==> src/rtl/uart_host_bridge.sv <==
// Host end of the UART master/slave link: bus requests become hex-ASCII frames (bit7=1),
// reply frames become read data / completion / error; bit7=0 bytes form a transparent stream.
module uart_host_bridge #(
   parameter int TIMEOUT_CYCLES = 2000000,
   parameter int CNT_W          = 22
) (
   input  logic        i_clk,
   input  logic        i_reset,
   input  logic        i_req,
   input  logic        i_we,
   input  logic [15:0] i_addr,
   input  logic [7:0]  i_wdata,
   output logic        o_busy,
   output logic        o_done,
   output logic        o_err,
   output logic [7:0]  o_rdata,
   input  logic        i_stream_push,
   input  logic [7:0]  i_stream_dat,
   output logic        o_stream_ready,
   output logic        o_stream_valid,
   output logic [7:0]  o_stream_dat,
   output logic        o_tx_start,
   output logic [7:0]  o_tx_dat,
   input  logic        i_tx_ready,
   input  logic        i_rx_pulse,
   input  logic [7:0]  i_rx_dat
);

   typedef enum logic [2:0] {
      S_IDLE,
      S_TX_CMD,
      S_TX_ADDR,
      S_TX_DATA,
      S_WAIT_RESP,
      S_RESP_LO,
      S_FINISH
   } state_t;

   localparam logic [7:0] LP_CMD_WR = 8'hD7;
   localparam logic [7:0] LP_CMD_RD = 8'hD2;
   localparam logic [7:0] LP_ACK    = 8'hCB;
   // FINISH and the registered o_done add two cycles after the timeout decision
   localparam logic [CNT_W-1:0] LP_TO_LAST = CNT_W'(TIMEOUT_CYCLES - 2);

   state_t r_state;
   state_t w_state_nxt;

   logic             r_we;
   logic [15:0]      r_addr;
   logic [7:0]       r_wdata;
   logic [2:0]       r_idx;
   logic [CNT_W-1:0] r_cnt;
   logic             r_busy;
   logic             r_done;
   logic             r_err;
   logic [7:0]       r_rdata;
   logic [7:0]       r_sbuf;
   logic             r_sfull;
   logic             r_tx_start;
   logic [7:0]       r_tx_dat;
   logic [7:0]       r_srx_dat;
   logic             r_srx_valid;

   logic       w_tx_ok;
   logic       w_rx_proto;
   logic       w_rx_stream;
   logic [4:0] w_dec;
   logic       w_timeout;
   logic       w_frame_send;
   logic [7:0] w_frame_byte;
   logic       w_stream_send;
   logic [2:0] w_idx_nxt;
   logic       w_cnt_clr;
   logic       w_fin;
   logic       w_fin_err;
   logic       w_load_hi;
   logic       w_load_lo;
   logic [3:0] w_addr_nib;
   logic [3:0] w_data_nib;

   function automatic logic [7:0] f_enc(input logic [3:0] n);
      if (n < 4'd10) return 8'hB0 + {4'b0000, n};
      else           return 8'hD7 + {4'b0000, n};
   endfunction

   // returns {valid, nibble}
   function automatic logic [4:0] f_dec(input logic [7:0] b);
      logic [6:0] c;
      c = b[6:0];
      if (!b[7]) return 5'b0;
      if (c >= 7'h30 && c <= 7'h39) return {1'b1, b[3:0]};
      if ((c >= 7'h41 && c <= 7'h46) || (c >= 7'h61 && c <= 7'h66))
         return {1'b1, b[3:0] + 4'd9};
      return 5'b0;
   endfunction

   assign w_tx_ok     = i_tx_ready & ~r_tx_start;
   assign w_rx_proto  = i_rx_pulse & i_rx_dat[7];
   assign w_rx_stream = i_rx_pulse & ~i_rx_dat[7];
   assign w_dec       = f_dec(i_rx_dat);
   assign w_timeout   = (r_cnt >= LP_TO_LAST);

   always_comb begin
      w_addr_nib = r_addr[15:12];
      case (r_idx[1:0])
         2'd0:    w_addr_nib = r_addr[15:12];
         2'd1:    w_addr_nib = r_addr[11:8];
         2'd2:    w_addr_nib = r_addr[7:4];
         default: w_addr_nib = r_addr[3:0];
      endcase
      w_data_nib = r_idx[0] ? r_wdata[3:0] : r_wdata[7:4];
   end

   always_ff @(posedge i_clk or posedge i_reset) begin
      if (i_reset) r_state <= S_IDLE;
      else         r_state <= w_state_nxt;
   end

   always_comb begin
      w_state_nxt  = r_state;
      w_frame_send = 1'b0;
      w_frame_byte = '0;
      w_idx_nxt    = r_idx;
      w_cnt_clr    = 1'b0;
      w_fin_err    = 1'b0;
      w_load_hi    = 1'b0;
      w_load_lo    = 1'b0;
      case (r_state)
         S_IDLE: begin
            if (i_req) w_state_nxt = S_TX_CMD;
         end
         S_TX_CMD: begin
            w_frame_byte = r_we ? LP_CMD_WR : LP_CMD_RD;
            if (w_tx_ok) begin
               w_frame_send = 1'b1;
               w_idx_nxt    = '0;
               w_state_nxt  = S_TX_ADDR;
            end
         end
         S_TX_ADDR: begin
            w_frame_byte = f_enc(w_addr_nib);
            if (w_tx_ok) begin
               w_frame_send = 1'b1;
               if (r_idx == 3'd3) begin
                  w_idx_nxt = '0;
                  if (r_we) begin
                     w_state_nxt = S_TX_DATA;
                  end else begin
                     w_state_nxt = S_WAIT_RESP;
                     w_cnt_clr   = 1'b1;
                  end
               end else begin
                  w_idx_nxt = r_idx + 3'd1;
               end
            end
         end
         S_TX_DATA: begin
            w_frame_byte = f_enc(w_data_nib);
            if (w_tx_ok) begin
               w_frame_send = 1'b1;
               if (r_idx == 3'd1) begin
                  w_idx_nxt   = '0;
                  w_state_nxt = S_WAIT_RESP;
                  w_cnt_clr   = 1'b1;
               end else begin
                  w_idx_nxt = r_idx + 3'd1;
               end
            end
         end
         S_WAIT_RESP: begin
            if (w_rx_proto) begin
               if (r_we) begin
                  w_state_nxt = S_FINISH;
                  w_fin_err   = (i_rx_dat != LP_ACK);
               end else if (w_dec[4]) begin
                  w_load_hi   = 1'b1;
                  w_state_nxt = S_RESP_LO;
               end else begin
                  w_state_nxt = S_FINISH;
                  w_fin_err   = 1'b1;
               end
            end else if (w_timeout) begin
               w_state_nxt = S_FINISH;
               w_fin_err   = 1'b1;
            end
         end
         S_RESP_LO: begin
            if (w_rx_proto) begin
               w_state_nxt = S_FINISH;
               if (w_dec[4]) w_load_lo = 1'b1;
               else          w_fin_err = 1'b1;
            end else if (w_timeout) begin
               w_state_nxt = S_FINISH;
               w_fin_err   = 1'b1;
            end
         end
         S_FINISH: w_state_nxt = S_IDLE;
         default:  w_state_nxt = S_IDLE;
      endcase
   end

   assign w_fin = (w_state_nxt == S_FINISH) && (r_state != S_FINISH);

   // stream bytes only go out between frames, never inside one
   assign w_stream_send = r_sfull & w_tx_ok &
                          ((r_state == S_IDLE) || (r_state == S_WAIT_RESP) || (r_state == S_RESP_LO));

   always_ff @(posedge i_clk or posedge i_reset) begin
      if (i_reset) begin
         r_we        <= 1'b0;
         r_addr      <= '0;
         r_wdata     <= '0;
         r_idx       <= '0;
         r_cnt       <= '0;
         r_busy      <= 1'b0;
         r_done      <= 1'b0;
         r_err       <= 1'b0;
         r_rdata     <= '0;
         r_sbuf      <= '0;
         r_sfull     <= 1'b0;
         r_tx_start  <= 1'b0;
         r_tx_dat    <= '0;
         r_srx_dat   <= '0;
         r_srx_valid <= 1'b0;
      end else begin
         r_done     <= 1'b0;
         r_tx_start <= 1'b0;
         r_idx      <= w_idx_nxt;

         if (r_state == S_IDLE && i_req) begin
            r_we    <= i_we;
            r_addr  <= i_addr;
            r_wdata <= i_wdata;
            r_busy  <= 1'b1;
            r_err   <= 1'b0;
         end
         if (r_state == S_FINISH) begin
            r_done <= 1'b1;
            r_busy <= 1'b0;
         end

         if (w_cnt_clr)
            r_cnt <= '0;
         else if ((r_state == S_WAIT_RESP || r_state == S_RESP_LO) && !w_timeout)
            r_cnt <= r_cnt + CNT_W'(1);

         if (w_fin)     r_err          <= w_fin_err;
         if (w_load_hi) r_rdata[7:4]   <= w_dec[3:0];
         if (w_load_lo) r_rdata[3:0]   <= w_dec[3:0];

         if (w_frame_send) begin
            r_tx_start <= 1'b1;
            r_tx_dat   <= w_frame_byte;
         end else if (w_stream_send) begin
            r_tx_start <= 1'b1;
            r_tx_dat   <= {1'b0, r_sbuf[6:0]};
         end

         if (w_stream_send) begin
            r_sfull <= 1'b0;
         end else if (i_stream_push && !r_sfull) begin
            r_sbuf  <= i_stream_dat;
            r_sfull <= 1'b1;
         end

         r_srx_valid <= w_rx_stream;
         if (w_rx_stream) r_srx_dat <= i_rx_dat;
      end
   end

   assign o_busy         = r_busy;
   assign o_done         = r_done;
   assign o_err          = r_err;
   assign o_rdata        = r_rdata;
   assign o_stream_ready = ~r_sfull;
   assign o_stream_valid = r_srx_valid;
   assign o_stream_dat   = r_srx_dat;
   assign o_tx_start     = r_tx_start;
   assign o_tx_dat       = r_tx_dat;

endmodule

==> config.mk <==
export PLATFORM = sky130hd
export DESIGN_NAME = uart_host_bridge
export DESIGN_NICKNAME = d
export VERILOG_FILES = /design/src/rtl/uart_host_bridge.sv
export SDC_FILE = /design/constraint.sdc
export NUM_CORES = 1
export LEC_CHECK = 0
export ABC_CLOCK_PERIOD_IN_PS = 3110
export BUFFER_PORTS_ARGS = -buffer_cell sky130_fd_sc_hd__buf_2
export CAP_MARGIN = 20
export CORE_AREA = 2 2 95 97
export DETAILED_ROUTE_END_ITERATION = 6
export DIE_AREA = 0 0 97 99
export GPL_TIMING_DRIVEN = 0
export PLACE_DENSITY = 0.78
export SLEW_MARGIN = 20
export SYNTH_ARGS = -nofsm -noshare
export SYNTH_HDL_FRONTEND = slang
export SYNTH_SLANG_ARGS = --single-unit
==> constraint.sdc <==
create_clock -name i_clk -period 3.11 [get_ports i_clk]
set_input_delay 0.1555 -clock i_clk [delete_from_list [all_inputs] [get_ports i_clk]]
set_output_delay 0.1555 -clock i_clk [all_outputs]
set_load 0.05 [all_outputs]
Word-level counts from Yosys, hierarchy flattened:

Cells that the tools add are included.
Widths: inputs -> output; s select.

* equality and inequality tests: 16
* reductions and logical operators: 24
* muxes and demuxes: 69
* $lt $le $gt $ge: 9
* add/subtract/negate cells: 7
* bitwise logic cells: 9

Operator list (number)
* $mux 3: 16
* $mux 22: 2
* $mux 1: 32
* $mux 8: 4
* $mux 5: 6
* $pmux 8 s3: 1
* $add 22x1->22 const B: 1
* $ge 22x21->1 const B: 1
* $pmux 3 s6: 1
* $add 7x5->8 const A: 2
* $add 8x4->8 const A: 2
* $ge 7x7->1 const B: 2
* $le 7x7->1 const B: 2
* $eq 3x3->1 const B: 4
* $pmux 4 s3: 1
* $reduce_bool 2->1: 5
* $eq 3x2->1 const B: 3
* $pmux 3 s3: 1
* $lt 4x4->1 const B: 2
* $ne 8x8->1 const B: 1
* $ge 7x6->1 const B: 1
* $le 7x6->1 const B: 1
* $logic_and 1x1->1: 7
* $eq 3x1->1 const B: 2
* 19 further kinds: 34

* flip-flop bits (word level): 90
* output and inout bits: 30
* logic and storage cells: 151

Logic depth before layout (Yosys ltp):

Gate-level depths: netlist of run 1.

* word-level depth: 16
* gate-level depth with buffers: 10

Least setup slack after synthesis of run 1:

No wires, ideal clock.

* path type: register -> register
* start: reg r_idx[0]
* end: reg r_tx_dat[1] (netlist: o_tx_dat[1])
* stages on the path, launching flop included: 10
* path buffers: 1
* arrival: 2360 ps
* period minus slack after synthesis: 2425 ps
* path slack: 685 ps
* cell sequence: dfrtp_1 > buf_1 > inv_1 > ha_1 > a222oi_1 > a21oi_1 > inv_1 > ha_1 > a2111oi_0 > a211o_1

* cells in the longest elaborated chain, start to end: 6
* elaborated cells between the ends (all ways): 15
* those cells by class: add/sub: 4; order compare: 2; eq/ne: 2; mux: 6; reduce/logical: 1

RTL lines
* start, declared: line 51 `logic [2:0] r_idx;`
* start signal, assigned: line 228 `r_idx <= w_idx_nxt;`
* $eq 2x2->1 (tied with other cells): line 105 `case (r_idx[1:0])`
* $pmux 4 s3: line 105
* $add 8x4->8 (tied with other cells): line 82 `if (n < 4'd10) return 8'hB0 + {4'b0000, n};`
* $mux 8: line 82
* $pmux 8 s3 *: line 128 `case (r_state)`
* $mux 8 *: line 251 `if (w_frame_send) begin`
* end signal, assigned: line 253 `r_tx_dat <= w_frame_byte;`
* end signal, assigned: line 256 `r_tx_dat <= {1'b0, r_sbuf[6:0]};`
* end, declared: line 60 `logic [7:0] r_tx_dat;`

Mark *: on every way between the ends. The rest lies on a longest branch, timed or not.
A chain may end at the register's enable or synchronous reset.

Final worst setup path of run 1:

Same ends and word-level chain as after synthesis.

==> impl_metrics.ini, run 1 <==
[outcome]
status = completed

[yosys]
netlist_area_um2 = 4730
synth_seq_area_share_pct = 47.6
synth_edf_count = 0
synth_cell_types = 66
synth_fp_nets = 500
yosys_warnings = 0
ys_seq_elements = 90
async_reset_ff_share_pct = 100
postSynthCellCount = 440
synth_ff_type = dfrtp_1
syn_avg_cell_area_um2 = 10.7

[placed_design]
globalplace.congestion = 0.838
port_buffers = 75
hpwl_mm = 7.62

[timing]
setup_viol = 0
post-route-period-util_pct = 89.0
slew_viol_final = 0
max_freq_mhz = 361
min_period_ns = 2.77
fin_hold_ws_ns = 0.0131
skew_ns = 0.00989
worst_pin_slew_ns = 0.840
rsz0062_at_grt = no
final_hold_viol_count = 0
maxSlewHeadroom_pct = 44.0

[finish]
multiInputGateArea_um2 = 2350
synthToLayoutAreaGrowth_pct = 18.0
n_fill_cell = 686
fin_nets = 597
ff_latch_area_um2 = 2250
antenna_cells = 0
final_util_pct = 65.2
drive_gt1_share_pct = 28.2

[grt]
grt_start_max_net_pins = 61
grt_pass1_vias = 3757
grt_pass1_wl_mm = 18.0
grt_usage_pct = 22.9
antenna_found_initial = 0
gr-total-overflow = 0

[critical_path]
worstPathArrival_ns = 3.08
worstPathMaxFanout = 10
required_ns = 3.42
worst-setup-path-type = reg2reg
critPathLaunchType = register
reg2reg_slack_ns = 0.34
critPathCaptureType = register

[cts]
cts_tree = yes
clock-root-buffer = clkbuf_8
cts_htree_levels = 3
cts_made_buffers = 9
clock_latency_ns = 0.37
clk_path_buf_depth = 2
clkSlewWorstSetupHoldPaths_ns = 0.10
cts_setup_buffers = 0
cts_num_sinks = 90

[floorplan]
chipHeight_um = 99
start_util_pct = 55.3
io_pins = 77
rows = 34
chipWidth_um = 97
die-area_um2 = 9600
core-area_um2 = 8550

[run]
drv_cap = 0

[pwr]
pwr_density_cell_nw_per_um2 = 907
p_leak_nw = 2.60
finalPower_mw = 5.06
peakVddDrop_mv = 0.437

[route]
vias = 3748
dr.pass1.iters = 4
wire_per_inst_um = 16.2
ant_nets = 0
wl_mm = 10.5
drt_iter0_drc = 273
drc = 0
vias_per_cell = 5.77

[hold_path]
hp-class = in2reg
worst max-delay path, stage by stage (launching register included):
cell	delay (ns)
dfrtp_1	0.49
clkbuf_2	0.29
inv_1	0.10
ha_1	0.29
a222oi_1	0.41
a21oi_1	0.24
inv_1	0.12
ha_1	0.23
a2111oi_1	0.39
a211o_1	0.16
cell usage after synthesis (all sizes together), types with 3 or more instances:
master / n / area, um^2
dfrtp: 90 / 2250
mux2: 46 / 529
nand2: 39 / 149
a21oi: 27 / 139
nor2: 21 / 78.8
mux2i: 19 / 190
o21ai: 19 / 95.1
inv: 15 / 56.3
ha: 13 / 163
nor2b: 13 / 81.3
nand3: 12 / 60.1
nand2b: 11 / 68.8
buf: 8 / 45.0
clkbuf: 8 / 30.0
nand4: 8 / 50.1
nor3: 8 / 45.0
nand3b: 6 / 45.0
and3: 5 / 31.3
a211o: 4 / 35.0
a222oi: 4 / 40.0
and2: 4 / 25.0
a22oi: 3 / 22.5
and4: 3 / 26.3
nor3b: 3 / 22.5
o211ai: 3 / 22.5
o22ai: 3 / 25.0
or3: 3 / 18.8
or4: 3 / 22.5
xnor2: 3 / 26.3
registers in the layout, indices dropped and copies added (netlist names), 3 cells and up:
register	flops
o_stream_dat	8
r_idx	3
r_cnt	22
r_sbuf	7
o_tx_dat	8
r_addr	16
r_state	3
o_rdata	8
r_wdata	8
per-stage QoR:
step                      setup WS [ns]  cell area (um^2)  setup TNS [ns]  cells
after global routing              0.146              5580               0    650
after CTS                         0.127              5560               0    648
final                             0.342              5580               0    650
after floorplan                   0.619              4730               0    440
after global placement           -0.362              5240          -32.10    623
after detailed placement          0.150              5270               0    624
cells in the final DEF (no fill, tap or decap), types with 3 or more instances in the layout:
master / count
dfrtp_1: 90
buf_2: 81
mux2_2: 41
nand2_1: 38
a21oi_1: 26
nor2_1: 21
mux2i_1: 19
o21ai_0: 18
inv_1: 14
nor2b_1: 13
ha_1: 13
nand3_1: 12
nand2b_1: 11
dlygate4sd3_1: 10
clkbuf_8: 9
clkbuf_1: 8
nand4_1: 8
nor3_1: 7
nand3b_1: 6
and3_1: 5
and2_1: 4
a222oi_1: 4
a211o_1: 4
nor3b_1: 3
or4_1: 3
a22oi_1: 3
o211ai_1: 3
or3_1: 3
xnor2_1: 3
mux2_4: 3
and4_1: 3
inv_6: 3
logic make-up (layout without fill, tap and decap cells):
kind of cell / count (synthesis) / count (layout) / share of synthesized area, %
compound gates: 87 / 87 / 12.8
xor+xnor: 4 / 4 / 0.741
fa+ha+maj: 13 / 13 / 3.44
buf+inv: 31 / 133 / 2.78
flops: 90 / 90 / 47.6
mux: 65 / 65 / 15.2
simple gates: 150 / 150 / 17.4
final cells by class:
class	instances	area share (%)
buffer	16	1.37
tap	108	2.42
sequential	90	40.4
clock buffer	9	2.22
inverter	15	1.05
clock inverter	7	1.50
multi-input combinational	319	42.0
timing repair buffer	86	9.02
worst paths after layout:
path | from | to | cells past startpoint
max | r_idx[0] | o_tx_dat[1] | 9
min | i_stream_push | r_sfull | 3
max reg2reg | r_idx[0] | o_tx_dat[1] | 9
min reg2reg | o_tx_dat[7] | o_tx_dat[7] | 2
max in group asynchronous | i_reset | r_sbuf[3] | 4
min in group asynchronous | i_reset | r_addr[5] | 3
power breakdown:
part	internal [mW]	switching (mW)	total, mW
clock network	0.387	0.460	0.847
registers	1.64	0.375	2.01
logic	0.886	1.31	2.20
metal layers:
| metal | GRT usage [%] | share of wire (%) | up-vias |
|---|---|---|---|
| li1 | - | - | 1804 |
| met1 | 29.8 | 44 | 1835 |
| met2 | 38.5 | 50 | 96 |
| met3 | 3.62 | 4.7 | 13 |
| met4 | 9.43 | 1.5 | 0 |
| met5 | 0 | 0 | - |
repair_timing:
action                     CTS  global route
hold buffers                 8             2
hold endpoints to repair    37             2
setup endpoints to repair    0             2
resized for setup            0             2
(Power assumes the default switching activity.)
==> run 2, diff against run 1 <==
--- a/config.mk
+++ b/config.mk
@@ -8,11 +8,11 @@
 export ABC_CLOCK_PERIOD_IN_PS = 3110
 export BUFFER_PORTS_ARGS = -buffer_cell sky130_fd_sc_hd__buf_2
 export CAP_MARGIN = 20
-export CORE_AREA = 2 2 95 97
+export CORE_AREA = 2 2 123 125
+export CTS_CLUSTER_SIZE = 8
 export DETAILED_ROUTE_END_ITERATION = 6
-export DIE_AREA = 0 0 97 99
+export DIE_AREA = 0 0 125 127
 export GPL_TIMING_DRIVEN = 0
-export PLACE_DENSITY = 0.78
 export SLEW_MARGIN = 20
 export SYNTH_ARGS = -nofsm -noshare
 export SYNTH_HDL_FRONTEND = slang
==> impl_metrics.ini, run 2 (synthesis gave the netlist of run 1 again) <==
[critical_path]
worstPathMaxFanout = 10
worstPathArrival_ns = 3.21
cp-startpoint = r_idx[0]
worstRegToRegCells = 9
worstReg2RegEnd = o_tx_dat[1]
reg2reg_from = r_idx[0]
required_ns = 3.40
worst-setup-path-type = reg2reg
critPathLaunchType = register
critPathCaptureType = register
crit_end = o_tx_dat[1]
reg2reg_slack_ns = 0.19

[timing]
slew_viol_final = 0
fin_hold_ws_ns = 0.0263
worst_pin_slew_ns = 0.936
final_hold_viol_count = 0
post-route-period-util_pct = 93.8
setup_viol = 0
min_period_ns = 2.92
maxSlewHeadroom_pct = 37.6
timing.final.ws_setup_ns = 0.191
skew_ns = 0.0105
max_freq_mhz = 343
rsz0062_at_grt = no

[floorplan]
start_util_pct = 32.8
core-area_um2 = 14400
die-area_um2 = 15900
chipWidth_um = 125
rows = 44
io_pins = 77
chipHeight_um = 127

[pwr]
p_int_mw = 3.23
seqPwrFrac_pct = 37.7
switchingPower_mw = 2.13
swShare_pct = 39.7
finalPower_mw = 5.36
pwr-share-clk_pct = 21.4
comb_power_share_pct = 40.9
peakVddDrop_mv = 0.378
pwr_density_cell_nw_per_um2 = 943
p_leak_nw = 2.61

[finish]
top_regs = r_cnt: 22 flops, r_addr: 16 flops
fin_nets = 588
final_common_cell = dfrtp_1
final_cell_mix = 90 x dfrtp_1, 81 x buf_2, 41 x mux2_2
drive_gt1_share_pct = 28.2
synthToLayoutAreaGrowth_pct = 20.2
antenna_cells = 0
regMostFlops = r_cnt
largest_reg_flops = 22
n_fill_cell = 1420

[route]
drc = 0
wire_per_inst_um = 15.6
vias_per_cell = 5.11
drt_iter0_drc = 228
ant_nets = 0
vias = 3654
wl_mm = 11.2
dr.pass1.iters = 4

[placed_design]
hpwl_mm = 8.30
port_buffers = 75
globalplace.congestion = 0.830
dp_slack_ns = 0.102

[cts]
clkSlewWorstSetupHoldPaths_ns = 0.07
clock_latency_ns = 0.35
clk_path_buf_depth = 2
clock-root-buffer = clkbuf_16
cts_num_sinks = 90
cts_made_buffers = 9
cts_setup_buffers = 0
cts_tree = yes
cts_htree_levels = 3

[grt]
grt_pass1_wl_mm = 18.5
grt_pass1_vias = 3572
gr-total-overflow = 0
grt_start_max_net_pins = 50
grt_usage_pct = 14.4
antenna_found_initial = 0

[outcome]
status = completed

[hold_path]
hp-class = in2reg

[run]
drv_cap = 0
run 2: worst min-delay path by stage:
| stage | start | cells past startpoint | end | slack [ns] |
|---|---|---|---|---|
| CTS | i_we | 3 | r_we | 0.02 |
| global route | i_stream_dat[3] | 2 | r_sbuf[3] | 0.03 |
| detailed placement | i_reset | 2 | r_addr[5] | 0.26 |
| floorplan | i_we | 2 | r_we | 0.27 |
| global placement | i_we | 3 | r_we | 0.37 |
| finish | i_we | 3 | r_we | 0.03 |
run 2: metrics by stage:
stage / instances / utilization, % / cell area (um^2) / TNS, ns
5_1_grt: 715 / 39.4 / 5680 / 0
3_5_place_dp: 700 / 37.2 / 5360 / 0
2_1_floorplan: 440 / - / 4730 / 0
6_report: 715 / 39.4 / 5680 / 0
3_3_place_gp: 699 / 37.0 / 5330 / -43.76
4_1_cts: 715 / 39.4 / 5680 / 0
run 2: critical path: stages (launching register included):
cell       delay (ns)
dfrtp_1          0.47
clkbuf_2         0.29
inv_1            0.11
ha_1             0.29
a222oi_1         0.39
a21oi_1          0.24
inv_1            0.12
ha_1             0.23
a2111oi_0        0.54
a211o_1          0.17
run 2: power by group through the flow:
stage | sequential (mW) | combinational, mW | clock, mW
final | 2.02 | 2.19 | 1.15
after global routing | 2.10 | 2.41 | 1.24
after CTS | 2.02 | 2.20 | 1.18
after detailed placement | 2.03 | 2.19 | 0
after global placement | 2.01 | 2.13 | 0
after floorplan | 2.22 | 1.41 | 0
run 2: repair_timing:
item                                   4_1_cts  5_1_grt
setup endpoints to repair                    0        2
resized for setup                            0        1
endpoints found under the hold margin       41        0
hold buffers                                 1        0
run 2: cell type report:
class                      instances  area [um^2]  area share, %
clock buffer                      11          243           4.27
inverter                          15         58.8           1.03
clock inverter                     3         65.1           1.14
sequential                        90         2250           39.6
multi-input combinational        319         2340           41.3
timing repair buffer              77          413           7.27
buffer                            16         76.3           1.34
tap                              184          230           4.05
run 2: metal layers:
layer | GRT usage, % | up-vias | part of all wire, % | wire length (um)
li1 | - | 1784 | - | -
met4 | 4.18 | 0 | 1.3 | 147
met1 | 19.0 | 1779 | 47 | 5240
met3 | 4.19 | 11 | 4.7 | 520
met2 | 23.2 | 80 | 47 | 5250
met5 | 0 | - | 0 | 0
